==> config.mk <==
export PLATFORM = sky130hd
export DESIGN_NAME = demux_hs_param
export DESIGN_NICKNAME = d
export VERILOG_FILES = /design/src/rtl/demux_hs_pkg.sv /design/src/rtl/demux_hs_slot.sv /design/src/rtl/demux_hs_param.sv
export SDC_FILE = /design/constraint.sdc
export NUM_CORES = 1
export LEC_CHECK = 0
export ABC_AREA = 1
export CELL_PAD_IN_SITES_DETAIL_PLACEMENT = 1
export CELL_PAD_IN_SITES_GLOBAL_PLACEMENT = 1
export CORE_AREA = 2 2 69 120
export CTS_BUF_LIST = sky130_fd_sc_hd__clkbuf_8
export CTS_CLUSTER_DIAMETER = 60
export DETAILED_ROUTE_END_ITERATION = 6
export DIE_AREA = 0 0 71 122
export PLACE_DENSITY = 0.87
export SYNTH_ARGS = -nofsm -noshare
export SYNTH_HDL_FRONTEND = slang
export SYNTH_SLANG_ARGS = --single-unit
==> constraint.sdc <==
create_clock -name clk -period 2.22 [get_ports clk]
set_input_delay 0.222 -clock clk [delete_from_list [all_inputs] [get_ports clk]]
set_output_delay 0.222 -clock clk [all_outputs]
set_load 0.02 [all_outputs]
==> src/rtl/demux_hs_pkg.sv <==
// Shared helpers for the handshaked demux: channel count and channel data slicing.
// Pure functions, no latency; no flow control of its own.
// Backpressure: not applicable.
package demux_hs_pkg;

    function automatic int num_ch(input int sel_w);
        return 1 << sel_w;
    endfunction

    // Bit offset of channel idx inside the flattened out_data bus.
    function automatic int ch_lo(input int idx, input int width);
        return idx * width;
    endfunction

endpackage

==> src/rtl/demux_hs_slot.sv <==
// One output channel: a single-entry holding register with valid flag.
// Latency: load at edge k is visible after edge k.
// Backpressure: free passes out_ready through combinationally, so a full slot can reload each cycle.
module demux_hs_slot #(
    parameter int WIDTH = 8
) (
    input  logic             clk,
    input  logic             rst_n,
    input  logic             load,
    input  logic [WIDTH-1:0] load_data,
    input  logic             out_ready,
    output logic             out_valid,
    output logic [WIDTH-1:0] out_data,
    output logic             free
);

    logic             vld_q, vld_d;
    logic [WIDTH-1:0] dat_q, dat_d;

    // A load wins over a departure: the new word replaces the one leaving this cycle.
    always_comb begin
        vld_d = vld_q;
        dat_d = dat_q;
        if (load) begin
            vld_d = 1'b1;
            dat_d = load_data;
        end else if (out_ready) begin
            vld_d = 1'b0;
        end
    end

    always_ff @(posedge clk or negedge rst_n) begin
        if (!rst_n) begin
            vld_q <= 1'b0;
            dat_q <= '0;
        end else begin
            vld_q <= vld_d;
            dat_q <= dat_d;
        end
    end

    assign out_valid = vld_q;
    assign out_data  = dat_q;
    assign free      = !vld_q || out_ready;

endmodule

==> src/rtl/demux_hs_param.sv <==
// Registered 1-to-N demux with unicast/broadcast routing and a saturating accept counter.
// Latency: word accepted at edge k appears on its channel(s) after edge k.
// Backpressure: in_ready = free[in_sel] (unicast) or AND of all free (broadcast); forced low in reset.
module demux_hs_param
    import demux_hs_pkg::*;
#(
    parameter int WIDTH = 8,
    parameter int SEL_W = 2,
    parameter int CNT_W = 16
) (
    input  logic                             clk,
    input  logic                             rst_n,
    input  logic                             in_valid,
    output logic                             in_ready,
    input  logic [WIDTH-1:0]                 in_data,
    input  logic [SEL_W-1:0]                 in_sel,
    input  logic                             in_bcast,
    output logic [num_ch(SEL_W)-1:0]         out_valid,
    input  logic [num_ch(SEL_W)-1:0]         out_ready,
    output logic [num_ch(SEL_W)*WIDTH-1:0]   out_data,
    output logic [CNT_W-1:0]                 acc_cnt
);

    localparam int N = num_ch(SEL_W);
    localparam logic [CNT_W-1:0] CNT_MAX = '1;

    logic [N-1:0]     free;
    logic [N-1:0]     load;
    logic             accept;
    logic [CNT_W-1:0] acc_q, acc_d;

    assign in_ready = rst_n && (in_bcast ? &free : free[in_sel]);
    assign accept   = in_valid && in_ready;

    always_comb begin
        load = '0;
        for (int i = 0; i < N; i++) begin
            load[i] = accept && (in_bcast || in_sel == SEL_W'(i));
        end
    end

    // A broadcast counts once; the counter sticks at all-ones.
    always_comb begin
        acc_d = acc_q;
        if (accept && acc_q != CNT_MAX) begin
            acc_d = acc_q + CNT_W'(1);
        end
    end

    always_ff @(posedge clk or negedge rst_n) begin
        if (!rst_n) begin
            acc_q <= '0;
        end else begin
            acc_q <= acc_d;
        end
    end

    assign acc_cnt = acc_q;

    for (genvar g = 0; g < N; g++) begin : g_slot
        demux_hs_slot #(
            .WIDTH(WIDTH)
        ) u_slot (
            .clk      (clk),
            .rst_n    (rst_n),
            .load     (load[g]),
            .load_data(in_data),
            .out_ready(out_ready[g]),
            .out_valid(out_valid[g]),
            .out_data (out_data[ch_lo(g, WIDTH) +: WIDTH]),
            .free     (free[g])
        );
    end

endmodule

==> flow_metrics.py <==
metrics = {
    "clocking": {
        "clockBufferDepth": 2,
        "clk_latency_ns": 0.32,
        "post_cts_resized": 0,
        "cts_root_buf": "clkbuf_8",
        "post-cts-setup-buffers": 0,
        "cts_tree": "done",
        "numCtsBuffers": 5,
        "cts_sinks": 52,
        "cts_hold_buffers": 0,
        "h-tree-depth": 2,
        "clkTransAtPathRegs_ns": 0.09,
    },
    "timing": {
        "fmax_mhz": 546,
        "period_share_pct": 82.5,
        "hold_viol": 0,
        "rsz0062_at_grt": "no",
        "slew_viol_final": 0,
        "tightest_slew_ns": 0.686,
        "finalSetupViolations": 0,
        "finClkSkew_ns": 0.00579,
        "relSlewSlack_pct": 54.3,
        "period_needed_ns": 1.83,
        "setup_tns_ns": 0,
    },
    "yosys": {
        "synth_fp_nets": 358,
        "synthArstFlopShare_pct": 100,
        "synth_most_common_cell": "nand2_1",
        "yosysWarnings": 0,
        "syn-instance-count": 339,
        "yosysTopAreaCell": "dfrtp_1",
        "ys_types": 26,
        "synth-seq-cells": 52,
        "synth-edff-count": 0,
        "synthFlopType": "dfrtp_1",
        "synth-compound-area-share_pct": 1.59,
        "synthAdderAreaFrac_pct": 0.453,
        "muxShareOfSynthArea_pct": 0,
        "syn-cell-area_mm2": 0.00276,
        "synth_commonest_cells": "nand2_1, dfrtp_1, nand4_1",
        "synth_top_family_by_area": "simple AND/OR/NAND/NOR gates",
        "yosys.area.top_type_share_pct": 47.1,
        "syn-mean-instance-area_um2": 8.14,
        "synthSimpleGateAreaFrac_pct": 42.4,
        "synthXorXnorAreaFrac_pct": 0.952,
        "synth_area_leaders": "dfrtp_1, nand2_1, nand4_1",
        "yosysSeqAreaShare_pct": 47.1,
    },
    "floorplan": {
        "die_w_um": 71,
        "io_pins": 71,
        "initial_core_util_pct": 35.4,
        "dieArea_mm2": 0.00866,
        "core.rowCount": 43,
        "chipHeight_um": 122,
        "core_area_mm2": 0.00780,
    },
    "route": {
        "antenna_left": 0,
        "met2_length_um": 4700,
        "highest_layer": "met4",
        "met3_length_um": 356,
        "via_per_inst": 5.26,
        "firstDrtPassIters": 4,
        "drc_errors": 0,
        "vias": 2644,
        "drtIter0Drc": 150,
        "wirelength_met1_um": 3230,
        "routedWlPerCell_um": 17.2,
        "wirelength_um": 8640,
    },
    "final_layout": {
        "areaGrowthSynthToFinish_pct": 31.2,
        "fill_cells": 934,
        "fin_nets": 432,
        "antennaDiodeCount": 0,
        "drive_gt1_share_pct": 9.44,
    },
    "critical_path": {
        "required_ns": 2.48,
        "arrival_ns": 2.09,
        "cp_max_fo": 16,
        "path_class": "flip-flop to flip-flop",
        "cp-end-kind": "flip-flop",
        "startpoint_type": "flip-flop",
    },
    "power": {
        "ir_drop_mv": 0.348,
        "p_total_mw": 2.88,
        "power.density_mw_per_mm2": 794,
        "p_leak_nw": 1.72,
    },
    "status": {
        "status": "complete, no violations",
    },
    "grt": {
        "grt_max_degree": 53,
        "antenna_found_initial": 0,
        "grt_pass1_vias": 2811,
        "overflow": 0,
        "grt_pass1_wl_um": 14200,
        "track_usage_pct": 21.5,
    },
    "worst_hold_path": {
        "hp-class": "input port to asynchronous set/reset pin",
    },
    "run": {
        "drv_cap": 0,
    },
    "place": {
        "port_buffers": 70,
        "place_hpwl_um": 6600,
        "routabilityCongestion": 0.820,
    },
}
==> cells by family after synthesis <==
group / Yosys count
fa+ha+maj: 1
compound gates: 8
xor+xnor: 3
buf+inv: 36
simple gates: 239
flops: 52
==> power by group <==
part	leakage (nW)	switching [mW]	internal (mW)
sequential	0.670	0.156	1.13
combinational	1.00	0.588	0.475
clock	0.0452	0.316	0.211
==> worst max-delay path, cell delays in order (launching register included) <==
cell and delay (ns):
dfrtp_1 0.46, ha_1 0.31, nand3_1 0.19, nor2_4 0.20, nand4_4 0.13, nand3_2 0.10, buf_4 0.22, nand2_1 0.08
nand2_1 0.07
==> cell type report <==
cell class                 count  area, um2  area share (%)
sequential                    52       1300            35.9
multi-input combinational    251       1250            34.6
clock buffer                   5       68.8            1.90
inverter                      20       75.1            2.07
clock inverter                 2       8.76           0.242
timing repair buffer          83        803            22.2
tap                           90        113            3.11
==> per-stage QoR <==
| step | util (%) | std cells | hold WS (ns) | worst slack (ns) | cell area [um2] |
|---|---|---|---|---|---|
| finish | 46.4 | 503 | 0.0747 | 0.389 | 3620 |
| global placement | 45.4 | 496 | 0.444 | 0.0945 | 3540 |
| global route | 46.4 | 503 | 0.122 | 0.195 | 3620 |
| detailed placement | 45.4 | 496 | 0.451 | 0.0325 | 3540 |
| CTS | 46.4 | 503 | 0.106 | 0.0343 | 3620 |
| floorplan | - | 339 | -0.0736 | 0.492 | 2760 |
==> layout by cell type, fill, tap and decap left out, drive strengths merged <==
cell type and instances:
nand3 21, clkbuf 5, xor2 1, nand4 48
buf 15, xnor2 2, clkdlybuf4s50 67, nor3 1
ha 1, dfrtp 52, inv 21, clkinv 1
dlymetal6s2s 1, o21ai 8, nor2 21, nand2 146
nand3b 2
==> final timing paths <==
kind / startpoint / to / slack, ns / depth (start not counted)
hold reg to reg: g_slot[3].u_slot.out_data[0]$_DFFE_PN0P_ / g_slot[3].u_slot.out_data[0]$_DFFE_PN0P_ / 0.48 / 2
setup / recovery: acc_cnt[0]$_DFFE_PN0P_ / acc_cnt[11]$_DFFE_PN0P_ / 0.39 / 8
hold / removal: rst_n / acc_cnt[0]$_DFFE_PN0P_ / 0.07 / 2
setup reg to reg: acc_cnt[0]$_DFFE_PN0P_ / acc_cnt[11]$_DFFE_PN0P_ / 0.39 / 8
min in group clk: in_valid / g_slot[1].u_slot.out_data[0]$_DFFE_PN0P_ / 0.38 / 3
max in group asynchronous: rst_n / g_slot[1].u_slot.out_valid$_DFFE_PN0P_ / 1.68 / 2
==> sequential cells by signal, summed over array words and instances (netlist names) <==
register / cells
g_slot.u_slot.out_valid: 4
acc_cnt: 16
g_slot.u_slot.out_data: 32
==> routing by layer <==
metal,vias up,global-route usage [%]
li1,1267,-
met2,65,39.4
met1,1292,23.0
met5,-,0
met4,0,11.1
met3,20,3.89
Power figures use the tool's default switching activity.
